## src/rtl/sap1_datapath.sv

```systemverilog
`default_nettype none
// ============================================================================
// Module   : sap1_datapath
// Purpose  : SAP-1 datapath (PC, MAR, RAM, IR, A, B, ALU, OUT, shared W bus)
//            executing one control word per clock from the control unit.
// Revision : 1.0  initial release
// ============================================================================
module sap1_datapath #(
    parameter int ADDR_W = 4,
    parameter int DATA_W = 8,
    parameter int OPC_W  = 4
) (
    input  logic              CLK,
    input  logic              CLR,
    input  logic              Cp,
    input  logic              Ep,
    input  logic              Ej,
    input  logic              Eu,
    input  logic              Add,
    input  logic              Sub,
    input  logic              AndOp,
    input  logic              OrOp,
    input  logic              XorOp,
    input  logic              NotOp,
    input  logic              La,
    input  logic              Ea,
    input  logic              Lb,
    input  logic              Lm,
    input  logic              CE,
    input  logic              L1,
    input  logic              Ei,
    input  logic              L0,
    input  logic              prog_we,
    input  logic [ADDR_W-1:0] prog_addr,
    input  logic [DATA_W-1:0] prog_data,
    output logic [OPC_W-1:0]  opcode,
    output logic [DATA_W-1:0] out_reg,
    output logic [DATA_W-1:0] w_bus,
    output logic [ADDR_W-1:0] pc,
    output logic              flag_c,
    output logic              flag_z,
    output logic              bus_err,
    output logic              alu_err
);

    localparam int c_DEPTH = 2 ** ADDR_W;
    localparam int c_PAD_W = DATA_W - ADDR_W;

    logic [ADDR_W-1:0] pc_q, pc_d;
    logic [ADDR_W-1:0] mar_q, mar_d;
    logic [DATA_W-1:0] ir_q, ir_d;
    logic [DATA_W-1:0] a_q, a_d;
    logic [DATA_W-1:0] b_q, b_d;
    logic [DATA_W-1:0] out_q, out_d;
    logic              flag_c_q, flag_c_d;
    logic              flag_z_q, flag_z_d;
    logic              bus_err_q, bus_err_d;
    logic              alu_err_q, alu_err_d;

    logic [DATA_W-1:0] ram_q [c_DEPTH];

    logic [DATA_W-1:0] w_ram_rd;
    logic [DATA_W-1:0] w_pc_ext;
    logic [DATA_W-1:0] w_opnd_ext;
    logic [2:0]        w_drv_cnt;
    logic              w_bus_conflict;
    logic [DATA_W-1:0] w_bus_val;

    logic [2:0]        w_sel_cnt;
    logic              w_alu_valid;
    logic [DATA_W:0]   w_sum;
    logic [DATA_W:0]   w_diff;
    logic [DATA_W-1:0] w_alu_res;
    logic              w_alu_c;

    // RAM read is asynchronous, so a same-cycle write is seen only after the edge
    assign w_ram_rd   = ram_q[mar_q];
    assign w_pc_ext   = {{c_PAD_W{1'b0}}, pc_q};
    assign w_opnd_ext = {{c_PAD_W{1'b0}}, ir_q[ADDR_W-1:0]};

    assign w_drv_cnt = {2'b00, Ep} + {2'b00, CE} + {2'b00, Ei}
                     + {2'b00, Ea} + {2'b00, Eu};
    assign w_bus_conflict = (w_drv_cnt > 3'd1);

    always_comb begin
        w_bus_val = '0;
        if (w_drv_cnt == 3'd1) begin
            w_bus_val = ({DATA_W{Ep}} & w_pc_ext)
                      | ({DATA_W{CE}} & w_ram_rd)
                      | ({DATA_W{Ei}} & w_opnd_ext)
                      | ({DATA_W{Ea}} & a_q)
                      | ({DATA_W{Eu}} & w_alu_res);
        end
    end

    assign w_sel_cnt = {2'b00, Add} + {2'b00, Sub} + {2'b00, AndOp}
                     + {2'b00, OrOp} + {2'b00, XorOp} + {2'b00, NotOp};
    assign w_alu_valid = (w_sel_cnt == 3'd1);

    assign w_sum  = {1'b0, a_q} + {1'b0, b_q};
    assign w_diff = {1'b0, a_q} - {1'b0, b_q};

    always_comb begin
        w_alu_res = '0;
        w_alu_c   = 1'b0;
        if (w_alu_valid) begin
            if (Add) begin
                w_alu_res = w_sum[DATA_W-1:0];
                w_alu_c   = w_sum[DATA_W];
            end else if (Sub) begin
                w_alu_res = w_diff[DATA_W-1:0];
                w_alu_c   = ~w_diff[DATA_W];
            end else if (AndOp) begin
                w_alu_res = a_q & b_q;
            end else if (OrOp) begin
                w_alu_res = a_q | b_q;
            end else if (XorOp) begin
                w_alu_res = a_q ^ b_q;
            end else begin
                w_alu_res = ~a_q;
            end
        end
    end

    always_comb begin
        pc_d      = pc_q;
        mar_d     = mar_q;
        ir_d      = ir_q;
        a_d       = a_q;
        b_d       = b_q;
        out_d     = out_q;
        flag_c_d  = flag_c_q;
        flag_z_d  = flag_z_q;
        bus_err_d = bus_err_q;
        alu_err_d = alu_err_q;
        if (CLR) begin
            pc_d      = '0;
            mar_d     = '0;
            ir_d      = '0;
            a_d       = '0;
            b_d       = '0;
            out_d     = '0;
            flag_c_d  = 1'b0;
            flag_z_d  = 1'b0;
            bus_err_d = 1'b0;
            alu_err_d = 1'b0;
        end else begin
            // A jump wins over a simultaneous increment
            if (Ej) begin
                pc_d = w_bus_val[ADDR_W-1:0];
            end else if (Cp) begin
                pc_d = pc_q + ADDR_W'(1);
            end
            if (Lm) mar_d = w_bus_val[ADDR_W-1:0];
            if (L1) ir_d  = w_bus_val;
            if (La) a_d   = w_bus_val;
            if (Lb) b_d   = w_bus_val;
            if (L0) out_d = w_bus_val;
            if (La && Eu) begin
                flag_c_d = w_alu_c;
                flag_z_d = (w_bus_val == '0);
            end
            bus_err_d = bus_err_q | w_bus_conflict;
            alu_err_d = alu_err_q | (Eu & ~w_alu_valid);
        end
    end

    always_ff @(posedge CLK) begin
        pc_q      <= pc_d;
        mar_q     <= mar_d;
        ir_q      <= ir_d;
        a_q       <= a_d;
        b_q       <= b_d;
        out_q     <= out_d;
        flag_c_q  <= flag_c_d;
        flag_z_q  <= flag_z_d;
        bus_err_q <= bus_err_d;
        alu_err_q <= alu_err_d;
    end

    // Program load port stays live during CLR so code can be loaded in reset
    always_ff @(posedge CLK) begin
        if (prog_we) begin
            ram_q[prog_addr] <= prog_data;
        end
    end

    assign opcode  = ir_q[DATA_W-1 -: OPC_W];
    assign out_reg = out_q;
    assign w_bus   = w_bus_val;
    assign pc      = pc_q;
    assign flag_c  = flag_c_q;
    assign flag_z  = flag_z_q;
    assign bus_err = bus_err_q;
    assign alu_err = alu_err_q;

endmodule
`default_nettype wire

```

## config.mk

```make
export PLATFORM = sky130hd
export DESIGN_NAME = sap1_datapath
export DESIGN_NICKNAME = d
export VERILOG_FILES = /design/src/rtl/sap1_datapath.sv
export SDC_FILE = /design/constraint.sdc
export NUM_CORES = 1
export LEC_CHECK = 0
export ABC_AREA = 1
export CAP_MARGIN = 5
export CORE_ASPECT_RATIO = 2
export CORE_UTILIZATION = 55
export CTS_CLUSTER_SIZE = 40
export DETAILED_ROUTE_END_ITERATION = 10
export GPL_ROUTABILITY_DRIVEN = 0
export GPL_TIMING_DRIVEN = 0
export PLACE_DENSITY = 0.85
export RECOVER_POWER = 25
export SYNTH_ARGS = -nofsm -noshare
export SYNTH_HDL_FRONTEND = slang
export SYNTH_SLANG_ARGS = --single-unit
```

## constraint.sdc

```tcl
create_clock -name CLK -period 7.3 [get_ports CLK]
set_clock_uncertainty 0.2 [all_clocks]
set_input_delay 1.46 -clock CLK [delete_from_list [all_inputs] [get_ports CLK]]
set_output_delay 1.46 -clock CLK [all_outputs]
set_load 0.01 [all_outputs]
```

# Word-level counts from Yosys, hierarchy flattened
# Memories as Yosys holds them, arrays and structs flattened. A register that Yosys moved wholly into a read port is not among the register bits.
# Index checks and enable logic that the tools add are counted.
# W data, S select, Z words.
[totals] regBits=44 mem_bits_rw=128 input_bits=33 mem_count=1
[memory_table] name="ram_q" depth=16 width=8 rd=1 rd_clocked_by_memory_dff=1 wr=1 line_no="60" rtl="logic [DATA_W-1:0] ram_q [c_DEPTH];"
[op_classes] n_addsub=12 magnitude_cmp=1 eq_ne=2 mux=16 bitwise=18 n_reduce_logical=3
[ops] op="$mux W8" n=7
[ops] op="$or A8 B8 Y8" n=5
[ops] op="$and A8 B8 Y8" n=4
[ops] op="$and A8 B4 Y8" n=2
[ops] op="$mux W4" n=4
[ops] op="$add A3 B1 Y3" n=5
[ops] op="$add A8 B8 Y9" n=1
[ops] op="$sub A8 B8 Y9" n=1
[ops] op="$logic_not A8 Y1" n=1
[ops] op="$not A8 Y8" n=1
[ops] op="$xor A8 B8 Y8" n=1
[ops] op="$add A2 B1 Y3" n=2
[ops] op="$eq A3 B1 Y1 const B" n=2
[ops] op="$mux W1" n=5
[ops] op="$add A1 B1 Y2" n=2
[ops] op="$add A4 B1 Y4 const B" n=1
[ops] op="$gt A3 B1 Y1 const B" n=1
[ops] op="$not A1 Y1" n=2
[ops] op="$or A1 B1 Y1" n=2
[ops] op="$reduce_bool A2 Y1" n=1
[ops] op="$and A1 B1 Y1" n=1
[ops] op="$logic_and A1 B1 Y1" n=1

# Depth between registers and ports, before layout
# Gate-level depths: netlist (run 1).
[depth] word_depth=12 mapped_depth=19 ltp_nobuf=18

# Worst setup path before layout (run 1)
# Ideal clock, no wire load.
[synth_timing] path_type="input -> output" from="input Sub" to="output w_bus[1]" arrival_time_ps=4452 required_time_ps=5640 setup_slack_ps=1188 path_stages=16 path_cell_list="clkbuf_1 > inv_1 > fa_1 > fa_1 > inv_1 > ha_1 > fa_1 > nor2_1 > nand2_1 > nor2_1 > o21ai_0 > nor2_1 > a21oi_1 > nand2_1 > nand2_1 > inv_1"
[synth_between] elab_chain_len=10 word_cells_on_any_way=12 cone_classes="5 x add/sub; 1 x eq/ne; 4 x mux; 2 x bitwise"
[synth_rtl] element="start, declared" line_no="20" rtl="input logic Sub,"
[synth_rtl] element="$add A1 B1 Y2" line_no="96" rtl="assign w_sel_cnt = {2'b00, Add} + {2'b00, Sub} + {2'b00, AndOp}"
[synth_rtl] element="$add A2 B1 Y3" line_no="96"
[synth_rtl] element="$add A3 B1 Y3 (3 in series)" line_no="97" rtl="+ {2'b00, OrOp} + {2'b00, XorOp} + {2'b00, NotOp};"
[synth_rtl] element="$eq A3 B1 Y1" line_no="98" rtl="assign w_alu_valid = (w_sel_cnt == 3'd1);"
[synth_rtl] element="$mux W8 *" line_no="106" rtl="if (w_alu_valid) begin"
[synth_rtl] element="$and A8 B8 Y8 *" line_no="92" rtl="| ({DATA_W{Eu}} & w_alu_res);"
[synth_rtl] element="$or A8 B8 Y8 *" line_no="92"
[synth_rtl] element="$mux W8 *" line_no="87" rtl="if (w_drv_cnt == 3'd1) begin"
[synth_rtl] element="end, declared" line_no="38" rtl="output logic [DATA_W-1:0] w_bus,"
# Every way passes the cells marked *; elsewhere a longest branch is shown, timed or not.

# Worst setup path after layout (run 1)
[layout_timing] from="input Add" to="output w_bus[2]"
[layout_between] elab_chain_len=10 word_cells_on_any_way=11 cone_classes="5 x add/sub; 1 x eq/ne; 3 x mux; 2 x bitwise"
[layout_rtl] element="start, declared" line_no="19" rtl="input logic Add,"
[layout_rtl] element="$add A1 B1 Y2" line_no="96"
[layout_rtl] element="$add A2 B1 Y3" line_no="96"
[layout_rtl] element="$add A3 B1 Y3 (3 in series)" line_no="97"
[layout_rtl] element="$eq A3 B1 Y1" line_no="98"
[layout_rtl] element="$mux W8 *" line_no="106"
[layout_rtl] element="$and A8 B8 Y8 *" line_no="92"
[layout_rtl] element="$or A8 B8 Y8 *" line_no="92"
[layout_rtl] element="$mux W8 *" line_no="87"
# Marks and branches as above.

==> impl_results.md, run 1 <==
* Ordered list of cells on the worst path: clkdlybuf4s50_1, inv_2, fa_1, fa_1, inv_1, ha_1, fa_1, nor2_1, nand2_2, nor2_4, nand2_1, nor2_1, a21oi_1, a21oi_2, clkdlybuf4s50_1
* Via/cell ratio at 5.74
* Final worst setup slack at 0.152 ns
* Detail Placement HPWL at 17,100 um
* Vias in the first global route at 6,940
* Utilization of the core after routing at 0.653
* Share of cells above drive strength 1 at 0.0704
* Top cell type's share of synthesized area at 0.447
* Data required time of the critical path at 5.64 ns
* Highest attainable clock frequency at 0.140 GHz
* Number of standard-cell rows in the floorplan at 64
* Wire length per cell after detailed routing at 18.6 um
* Detailed-route DRC error count at 0
* Worst hold-check slack at 0.264 ns
* Count leader, synth: nand2_1
* Setup violators final at 0
* Share of the synthesized area in compound gates (AO/OA/AOI/OAI) at 0.106
* Count of buffers from port buffering at 57
* Largest area contributor in the synthesized netlist: edfxtp_1
* Clock network latency to the later pin of the worst-skew pair at 0.44 ns
* Leading cell types by count after synthesis: nand2_1, edfxtp_1, nor2_1
* Max-slew violation count at 0
* Die extent in y at 179 um
* Sum of met3 wire segment lengths after detailed routing at 1530 um
* Synthesis-stage register bit count at 176
* Warning count from the yosys run at 0
* Count of different cell masters after synthesis at 32
* Routed met2 length at 12,900 um
* Number of clock buffers inserted by TritonCTS at 17
* Power density over cell area at 233 nW/um^2
* CP delay by family, top: adder cells
* Maximum vdd ir drop at 0.193 mV
* Portion of netlist area occupied by mux cells at 0
* Endpoint class of the critical path: output port
* Overall die width at 90.4 um
* Number of nets in the synthesized netlist at 1,029
* Total die area at 16,200 um^2
* Global-route wire length before repair at 35,300 um
* Total wire length at 23,300 um
* Largest register by flop count: ram_q
* Slew at the pin closest to its max-slew limit at 1.11 ns
* Final TNS setup at 0 ns
* Hold bufs inserted after CTS at 0
* Avg Cell Area, Syn at 8.95 um^2
* Tmin final at 7.15 ns
* DR pass1 iterations at 8
* Count of nets left with antenna violations after detail routing at 0
* Highest fanout seen on the critical path at 5
* Cell with the most instances on the worst path: fa_1
* Worst slack after detailed placement at -0.756 ns
* Normalized max-slew margin at 0.257
* H-tree depth reported by CTS at 4
* Adder and majority cell fraction of the synthesized area at 0.0571
* Growth of design area from synthesis to finish at 16.2%
* Seq/Total Area, Yosys at 0.559
* Diode count at 0
* Number of flip-flops under the largest register name at 128
* Vias at 7,164
* CP Launch Type: input pin
* Delay of the slowest cell on the worst path at 0.61 ns
* Total power at 0.00233 W
* Static leakage power at 4.07 nW
* Multi-input gate area at 3200 um^2
* Period utilization at 0.979
* Clock transition at the register clock pins on the worst setup and hold paths after CTS at 0.07 ns
* Switching part of the total power at 0.274
* Critical path's slowest cell: clkdlybuf4s50_1
* Starting utilization of the core area at 0.562
* All-Layer GR Usage at 0.297
* Met1 WL at 7000 um
* Pin count of the biggest net entering global routing at 17
* Number of maximum-capacitance constraint violations at 0
* Internal power contribution at 0.00169 W
* Uppermost routed layer: met4
* TritonCTS clock tree: built
* Fillcell total at 1,212
* Area of the core at 15,300 um^2
* Fraction of power consumed by the clock network at 0.358
* Area used by sequential logic in the layout at 4800 um^2
* Number of clock sinks seen by CTS at 176
* Combinational family with the most area after synthesis: simple AND/OR/NAND/NOR gates
* Psw at 0.000639 W
* Number of top-level pins at 61
* Post-synth EDFFs at 128
* Part of the total power dissipated in combinational logic at 0.160
* Number of nets at the end of the flow at 1,106
* Result of the run: complete, no violations
* Area fraction in and, or, nand and nor cells after synthesis at 0.204
* Cell area after synthesis at 8600 um^2
* Proportion of power drawn by flip-flops and latches at 0.482
* Post-synth ARST share at 0
* Arrival @ worst endpoint at 5.49 ns
* Crit path buf inv count at 4
* Clock buffer depth at 2
* Final Hold Violating Endpoints at 0
* Antenna violations before repair at 0
* Syn Inst Count at 961
* Most common flop cell mapped by yosys: edfxtp_1
* Overflow left after global routing at 0
* Cell at the root of the clock tree: clkbuf_16
* Class of the tightest hold or removal check: reg -> reg
* XOR/XNOR Fraction of Synth Area at 0.00306
* Type of the setup path with the least slack: in -> out
* Cell types with the largest area share after synthesis: edfxtp_1, dfxtp_1, nand2_1, nand3_1, o21ai_0
* Detailed Route Iter0 Violations at 523
## final timing paths
check                              from  endpoint  slack [ns]  cells after the start
worst min register to register  bus_err   bus_err        0.26                      2
worst min-delay path            bus_err   bus_err        0.26                      2
worst max register to register   a_q[0]  mar_q[2]        4.52                     11
worst max-delay path                Add  w_bus[2]        0.15                     15
## cell type report
cell class | instances | share of cell area
repair buffers | 59 | 0.0586
flip-flops and latches | 176 | 0.481
clock buffers | 20 | 0.0457
inverters | 99 | 0.0372
clock inverters | 12 | 0.00839
plain buffers | 45 | 0.0238
multi-input cells | 640 | 0.321
well taps | 198 | 0.0248
## cell families (layout without fill, tap and decap cells)
group	count (synthesis)	count (layout)
simple gates	429	429
fa+ha+maj	35	35
compound gates	173	173
flops	176	176
buf+inv	145	235
xor+xnor	3	3
## worst reg2reg max path: cells and delay by family (launching register included)
kind	cells	cell delay, ns
buf+inv	2	0.23
compound gates	4	0.91
fa+ha+maj	2	0.73
flops	1	0.34
simple gates	3	0.28
## power groups by stage
stage	Sequential, W	Clock [W]	Combinational (W)
6_report	0.00112	0.000835	0.000372
5_1_grt	0.00113	0.000871	0.000410
4_1_cts	0.00112	0.000832	0.000362
3_5_place_dp	0.00115	0	0.000356
3_3_place_gp	0.00114	0	0.000345
2_1_floorplan	0.00114	0	0.000217
## cells in the final DEF, fill, tap and decap left out, types with 2 or more instances in the layout
cell type,n
nand2_1,220
edfxtp_1,128
nor2_1,104
inv_1,92
nand3_1,87
o21ai_0,82
a21oi_1,65
clkdlybuf4s50_1,50
dfxtp_1,48
ha_1,28
clkbuf_1,19
clkbuf_16,17
buf_2,16
buf_4,11
o21ai_1,8
o211ai_1,8
fa_1,7
dlygate4sd3_1,6
nand2_2,5
inv_2,5
nand4_1,5
clkinv_2,4
nand3b_1,3
xor2_1,3
inv_6,3
clkinv_1,2
o21a_1,2
buf_6,2
a211oi_1,2
clkbuf_8,2
clkinv_4,2
inv_4,2
## per-layer routing
layer,track usage,vias up
met4,0.272,0
met1,0.261,3277
li1,-,3355
met5,0,-
met2,0.560,410
met3,0.0526,122
## through the flow
| step | instances | instance area (um^2) |
|---|---|---|
| after global placement | 1216 | 9420 |
| final | 1249 | 9990 |
| after global routing | 1249 | 9990 |
| after floorplan | 961 | 8600 |
| after CTS | 1249 | 9970 |
| after detailed placement | 1216 | 9420 |
## timing repair
item / 4_1_cts / 5_1_grt
gates resized for setup: 4 / 10
setup buffers: 2 / 0
pin swaps: 1 / 0
hold endpoints to repair: 0 / 0
endpoints found under the setup margin: 8 / 6
No activity file was read; power rests on OpenSTA's default activity.
==> inputs of run 2 (changes only) <==
--- a/config.mk
+++ b/config.mk
@@ -13,6 +13,7 @@
 export DETAILED_ROUTE_END_ITERATION = 10
 export GPL_ROUTABILITY_DRIVEN = 0
 export GPL_TIMING_DRIVEN = 0
+export MAX_ROUTING_LAYER = met4
 export PLACE_DENSITY = 0.85
 export RECOVER_POWER = 25
 export SYNTH_ARGS = -nofsm -noshare
==> impl_results.md, run 2 (same netlist as run 1, synthesis figures left out) <==
* Result of the run: complete, no violations
* Cell with the most instances on the worst path: fa_1
* Area of the core at 15,300 um^2 (unchanged)
* Count of nets left with antenna violations after detail routing at 0 (unchanged)
* Wire length per cell after detailed routing at 18.7 um (+0.23%)
* Total wire length at 23,300 um (+0.23%)
* Highest fanout seen on the critical path at 5 (unchanged)
* Utilization of the core after routing at 0.653 (unchanged)
* Crit path buf inv count at 4 (unchanged)
* Worst hold-check slack at 0.263 ns (-0.00110 ns)
* H-tree depth reported by CTS at 4 (unchanged)
* Number of top-level pins at 61 (unchanged)
* CP delay by family, top: adder cells
* Fillcell total at 1,212 (unchanged)
* Final Hold Violating Endpoints at 0 (unchanged)
* Proportion of power drawn by flip-flops and latches at 0.482 (about the same)
* Number of flip-flops under the largest register name at 128 (unchanged)
* CP Launch Type: input pin
* Critical path's slowest cell: clkdlybuf4s50_1
* Detailed-route DRC error count at 0 (unchanged)
* Number of standard-cell rows in the floorplan at 64 (unchanged)
* Origin of the critical flop-to-flop path: a_q[0]
* Arrival @ worst endpoint at 5.50 ns (about the same)
* Highest attainable clock frequency at 0.140 GHz (-0.13%)
* Worst min-delay path startpoint: bus_err
* Vias at 7,152 (-0.17%)
* Normalized max-slew margin at 0.257 (+0.000720)
* Tmin final at 7.16 ns (+0.00893 ns)
* Count of buffers from port buffering at 57 (unchanged)
* Static leakage power at 4.07 nW (unchanged)
* Vias in the first global route at 6,943 (+0.043%)
* Internal power contribution at 0.00169 W (about the same)
* Share of cells above drive strength 1 at 0.0704 (unchanged)
* Detailed Route Iter0 Violations at 522 (-0.19%)
* Die extent in y at 179 um (unchanged)
* Class of the tightest hold or removal check: reg -> reg
* Clock network latency to the later pin of the worst-skew pair at 0.44 ns (about the same)
* Endpoint class of the critical path: output port
* Diode count at 0 (unchanged)
* Antenna violations before repair at 0 (unchanged)
* Setup violators final at 0 (unchanged)
* Data required time of the critical path at 5.64 ns (about the same)
* Overflow left after global routing at 0 (unchanged)
* Detail Placement HPWL at 17,100 um (unchanged)
* Number of clock buffers inserted by TritonCTS at 17 (unchanged)
* Number of maximum-capacitance constraint violations at 0 (unchanged)
* Hold bufs inserted after CTS at 0 (unchanged)
* Psw at 0.000640 W (about the same)
* Switching part of the total power at 0.274 (about the same)
* Maximum vdd ir drop at 0.192 mV (-0.67%)
* Number of clock sinks seen by CTS at 176 (unchanged)
* All-Layer GR Usage at 0.306 (+0.00907)
* TritonCTS clock tree: built
* Worst Setup SP: Add
* Pin count of the biggest net entering global routing at 17 (unchanged)
* Delay of the slowest cell on the worst path at 0.61 ns (about the same)
* Commonest cells after routing, fill and taps aside: nand2_1, edfxtp_1, nor2_1
* Cell at the root of the clock tree: clkbuf_16
* DR pass1 iterations at 8 (unchanged)
* Type of the setup path with the least slack: in -> out
* Largest register by flop count: ram_q
* Growth of design area from synthesis to finish at 16.2% (unchanged)
* Via/cell ratio at 5.73 (-0.17%)
* Slew at the pin closest to its max-slew limit at 1.11 ns (-0.00108 ns)
* Global-route wire length before repair at 35,300 um (about the same)
* Most frequent standard cell in the layout excluding fill and tap cells: nand2_1
* Starting utilization of the core area at 0.562 (unchanged)
* Power density over cell area at 233 nW/um^2 (about the same)
* Period utilization at 0.980 (+0.00122)
* Part of the total power dissipated in combinational logic at 0.160 (about the same)
* Fraction of power consumed by the clock network at 0.358 (about the same)
* Overall die width at 90.4 um (unchanged)
* Clock transition at the register clock pins on the worst setup and hold paths after CTS at 0.07 ns (about the same)
* Clock buffer depth at 2 (unchanged)
* Number of nets at the end of the flow at 1,106 (unchanged)
* Max-slew violation count at 0 (unchanged)
* Total die area at 16,200 um^2 (unchanged)
* Ordered list of cells on the worst path: clkdlybuf4s50_1, inv_2, fa_1, fa_1, inv_1, ha_1, fa_1, nor2_1, nand2_2, nor2_4, nand2_1, nor2_1, a21oi_1, a21oi_2, clkdlybuf4s50_1
[run 2: repair_timing]
item,in CTS,in global routing
buffers inserted,2,0
pin swaps,1,0
gates resized for setup,4,10
setup endpoints to repair,8,6
cloned,0,0
[run 2: area by class of cell]
type | instances | area (um^2) | share of cell area
plain buffers | 45 | 238 | 0.0238
clock buffers | 20 | 457 | 0.0457
clock inverters | 12 | 83.8 | 0.00839
inverters | 99 | 372 | 0.0372
multi-input cells | 640 | 3200 | 0.321
flip-flops and latches | 176 | 4800 | 0.481
well taps | 198 | 248 | 0.0248
repair buffers | 59 | 586 | 0.0586
[run 2: layer usage]
| metal | GRT usage | share of wire | routed length, um | vias to the layer above |
|---|---|---|---|---|
| met5 | - | 0 | 0 | - |
| li1 | - | - | - | 3351 |
| met4 | 0.263 | 0.077 | 1800 | 0 |
| met1 | 0.261 | 0.31 | 7180 | 3282 |
| met2 | 0.561 | 0.55 | 12900 | 404 |
| met3 | 0.0589 | 0.061 | 1430 | 115 |
[run 2: final timing paths]
path | endpoint | slack, ns | cells after the start
worst max register to register | mar_q[2] | 4.50 | 11
worst min-delay path | bus_err | 0.26 | 2
worst min register to register | bus_err | 0.26 | 2
worst max-delay path | w_bus[2] | 0.14 | 15
[run 2: metrics by stage]
| stage | power, W | setup TNS (ns) | setup WS (ns) | std cells | cell area (um^2) |
|---|---|---|---|---|---|
| 6_report | 0.00233 | 0 | 0.143 | 1249 | 9990 |
| 5_1_grt | 0.00241 | -0.0765 | -0.0340 | 1249 | 9990 |
| 4_1_cts | 0.00232 | 0 | 0.0207 | 1249 | 9970 |
| 3_5_place_dp | 0.00150 | -4.33 | -0.756 | 1216 | 9420 |
| 3_3_place_gp | 0.00149 | -4.10 | -0.713 | 1216 | 9420 |
| 2_1_floorplan | 0.00136 | 0 | 1.19 | 961 | 8600 |
[run 2: power groups by stage]
stage / Clock, W / Combinational (W) / Sequential [W]
after floorplan: 0 / 0.000217 / 0.00114
after global placement: 0 / 0.000345 / 0.00114
after detailed placement: 0 / 0.000356 / 0.00115
after CTS: 0.000832 / 0.000362 / 0.00112
after global routing: 0.000872 / 0.000411 / 0.00113
final: 0.000835 / 0.000373 / 0.00112
[run 2: worst reg2reg max path, stage by stage, from the launching register on]
cell and delay (ns):
dfxtp_1 0.34, ha_1 0.25, fa_1 0.48, nand2_1 0.09
inv_1 0.04, o21ai_0 0.16, nand2_1 0.08, nor2_1 0.12
a21oi_1 0.15, a21oi_2 0.36, inv_1 0.19, a21oi_1 0.24
==> inputs of run 3 (changes only) <==
--- a/config.mk
+++ b/config.mk
@@ -5,16 +5,17 @@
 export SDC_FILE = /design/constraint.sdc
 export NUM_CORES = 1
 export LEC_CHECK = 0
-export ABC_AREA = 1
 export CAP_MARGIN = 5
+export CELL_PAD_IN_SITES_DETAIL_PLACEMENT = 1
+export CELL_PAD_IN_SITES_GLOBAL_PLACEMENT = 2
 export CORE_ASPECT_RATIO = 2
-export CORE_UTILIZATION = 55
+export CORE_UTILIZATION = 41
 export CTS_CLUSTER_SIZE = 40
 export DETAILED_ROUTE_END_ITERATION = 10
 export GPL_ROUTABILITY_DRIVEN = 0
 export GPL_TIMING_DRIVEN = 0
 export MAX_ROUTING_LAYER = met4
-export PLACE_DENSITY = 0.85
+export PLACE_DENSITY = 0.89
 export RECOVER_POWER = 25
 export SYNTH_ARGS = -nofsm -noshare
 export SYNTH_HDL_FRONTEND = slang
==> impl_results.md, run 3 <==
* Result of the run: complete, no violations
* XOR/XNOR Fraction of Synth Area at 0.00734 (+0.00428)
* Highest attainable clock frequency at 0.140 GHz (about the same)
* All-Layer GR Usage at 0.246 (-0.0593)
* Clock buffer depth at 2 (unchanged)
* Number of maximum-capacitance constraint violations at 0 (unchanged)
* TritonCTS clock tree: built
* Final worst setup slack at 0.149 ns (+0.00599 ns)
* Detailed-route DRC error count at 0 (unchanged)
* Global-route wire length before repair at 35,200 um (-0.27%)
* Critical path's slowest cell: clkdlybuf4s50_1
* DR pass1 iterations at 5 (-3)
* Share of the synthesized area in compound gates (AO/OA/AOI/OAI) at 0.106 (-0.000196)
* CP Launch Type: input pin
* Final Hold Violating Endpoints at 0 (unchanged)
* Antenna violations before repair at 0 (unchanged)
* Type of the setup path with the least slack: in -> out
* Warning count from the yosys run at 0 (unchanged)
* Combinational family with the most area after synthesis: multiplexers
* Utilization of the core after routing at 0.500 (-0.153)
* Power density over cell area at 234 nW/um^2 (+0.37%)
* Vias in the first global route at 6,208 (-11%)
* Seq/Total Area, Yosys at 0.575 (+0.0163)
* Detailed Route Iter0 Violations at 209 (-60%)
* Adder and majority cell fraction of the synthesized area at 0.0587 (+0.00167)
* Data required time of the critical path at 5.64 ns (about the same)
* Period utilization at 0.980 (about the same)
* Total die area at 21,000 um^2 (+30%)
* Count leader, synth: edfxtp_1
* Setup violators final at 0 (unchanged)
* Wire length per cell after detailed routing at 23.5 um (+26%)
* Cell with the most instances on the worst path: fa_1
* Diode count at 0 (unchanged)
* Count of buffers from port buffering at 53 (-7.0%)
* Clock transition at the register clock pins on the worst setup and hold paths after CTS at 0.07 ns (about the same)
* Clock network latency to the later pin of the worst-skew pair at 0.44 ns (about the same)
* Highest fanout seen on the critical path at 10 (+5)
* Number of nets at the end of the flow at 784 (-29%)
* Detail Placement HPWL at 18,100 um (+5.7%)
* Leading cell types by count after synthesis: edfxtp_1, nor2_1, dfxtp_1
* Placed Instances at 955 (-21%)
* Count of nets left with antenna violations after detail routing at 0 (unchanged)
* Vias at 5,596 (-22%)
* Max-slew violation count at 0 (unchanged)
* Die extent in y at 204 um (+14%)
* H-tree depth reported by CTS at 4 (unchanged)
* Most frequent standard cell in the layout excluding fill and tap cells: edfxtp_1
* Delay of the slowest cell on the worst path at 0.60 ns (about the same)
* Growth of design area from synthesis to finish at 19.2%
* Arrival @ worst endpoint at 5.49 ns (about the same)
* Multi-input gate area at 3270 um^2 (+2.1%)
* Cell area after synthesis at 8350 um^2 (-2.8%)
* Worst slack after detailed placement at -1.12 ns (-0.363 ns)
* Synthesis-stage register bit count at 176 (unchanged)
* Overflow left after global routing at 0 (unchanged)
* Largest register by flop count: ram_q
* Number of clock sinks seen by CTS at 176 (unchanged)
* Worst hold-check slack at 0.264 ns (+0.000428 ns)
* Number of nets in the synthesized netlist at 706 (-31%)
* Area fraction in and, or, nand and nor cells after synthesis at 0.0840 (-0.120)
* Count of different cell masters after synthesis at 65 (+100%)
* Starting utilization of the core area at 0.420 (-0.143)
* Post-synth EDFFs at 128 (unchanged)
* Cell types with the largest area share after synthesis: edfxtp_1, dfxtp_1, mux4_1, ha_1, mux4_2
* Portion of netlist area occupied by mux cells at 0.124 (+0.124)
* Number of top-level pins at 61 (unchanged)
* Pin count of the biggest net entering global routing at 17 (unchanged)
* Share of cells above drive strength 1 at 0.114 (+0.0434)
* CP delay by family, top: adder cells
* Number of clock buffers inserted by TritonCTS at 17 (unchanged)
* Fillcell total at 2,106 (+74%)
* Slew at the pin closest to its max-slew limit at 1.16 ns (+0.0481 ns)
* Area of the core at 19,900 um^2 (+30%)
* Post-synth ARST share at 0 (unchanged)
* Crit path buf inv count at 6 (+2)
* Area used by sequential logic in the layout at 4800 um^2 (unchanged)
* Commonest cells after routing, fill and taps aside: edfxtp_1, nor2_1, dfxtp_1
* Tmin final at 7.15 ns (-0.00599 ns)
* Normalized max-slew margin at 0.225 (-0.0322)
* Number of flip-flops under the largest register name at 128 (unchanged)
* Cell at the root of the clock tree: clkbuf_16
* Total power at 0.00233 W (about the same)
* Total wire length at 23,300 um (-0.25%)
* Endpoint class of the critical path: output port
* Top cell type's share of synthesized area at 0.460 (+0.0131)
* Class of the tightest hold or removal check: reg -> reg
* Avg Cell Area, Syn at 13.1 um^2 (+46%)
* Most common flop cell mapped by yosys: edfxtp_1
* Syn Inst Count at 638 (-34%)
* Overall die width at 103 um (+14%)
* Largest area contributor in the synthesized netlist: edfxtp_1
* Ordered list of cells on the worst path: clkbuf_2, clkbuf_8, inv_1, fa_1, fa_1, inv_1, ha_1, fa_1, nor4bb_4, buf_4, nand3_1, a221oi_1, o31a_1, clkdlybuf4s50_1
* Via/cell ratio at 5.65 (-1.4%)
* Count of placed standard cells in the final layout, fillers left out at 991 (-21%)
* Number of standard-cell rows in the floorplan at 73 (+14%)
* Static leakage power at 3.49 nW (-14%)
* Maximum vdd ir drop at 0.328 mV (+71%)
[run 3: cell count changes after synthesis, sizes merged, moves of 30 or more]
cell / previous run / this run
nand3: 87 / 7
o21ai: 90 / 19
a21oi: 66 / 22
nand2: 225 / 29
inv: 97 / 46
mux4: 0 / 30
[run 3: area by class of cell]
type,instances,area share
Inverter,46,0.0173
Tap cell,262,0.0329
Timing Repair Buffer,59,0.0578
Clock buffer,24,0.0505
Sequential cell,176,0.483
Clock inverter,8,0.00779
Buffer,39,0.0222
Multi-Input combinational cell,377,0.329
[run 3: stage by stage]
stage	setup TNS, ns	cell area [um^2]
6_report	0	9950
5_1_grt	-0.00649	9950
4_1_cts	0	9910
3_5_place_dp	-6.42	9230
3_3_place_gp	-5.90	9210
2_1_floorplan	0	8350
[run 3: worst paths after layout]
check,to,depth (start not counted),startpoint,slack [ns]
setup reg to reg,flag_z,11,flip-flop,3.42
hold reg to reg,bus_err,2,bus_err,0.26
setup / recovery,w_bus[6],14,OrOp,0.15
hold / removal,bus_err,2,bus_err,0.26
[run 3: power by group]
part	switching, W	internal, W	total, W
clock network	0.000377	0.000517	0.000895
logic	0.000185	0.000133	0.000318
registers	0.0000187	0.00110	0.00112
total	0.000581	0.00175	0.00233
[run 3: per-layer routing]
layer  track usage  share of wire  vias up
met5             -              0        -
li1              -              -     2551
met1         0.212           0.32     2818
met4         0.158          0.063        0
met2         0.468           0.59      147
met3        0.0386          0.025       80
[run 3: worst min-delay path: cells and delay by family, from the launching register on]
kind | cells | cell delay (ns)
AO/OA/AOI/OAI | 1 | 0.05
buffers and inverters | 1 | 0.05
flip-flops | 1 | 0.32
[run 3: cells by family (layout without fill, tap and decap cells)]
family	Yosys count	after routing
adder cells (fa/ha/maj)	35	35
XOR/XNOR	7	7
buffers and inverters	85	176
flip-flops	176	176
AO/OA/AOI/OAI	123	123
AND/OR/NAND/NOR	153	153
multiplexers	59	59
[run 3: timing repair]
| action | 4_1_cts | 5_1_grt |
|---|---|---|
| buffers inserted | 2 | 2 |
| hold endpoints to repair | 0 | 0 |
| hold buffers | 0 | 0 |
| resized for setup | 19 | 8 |
| setup endpoints to repair | 8 | 7 |
| pin swaps | 3 | 2 |
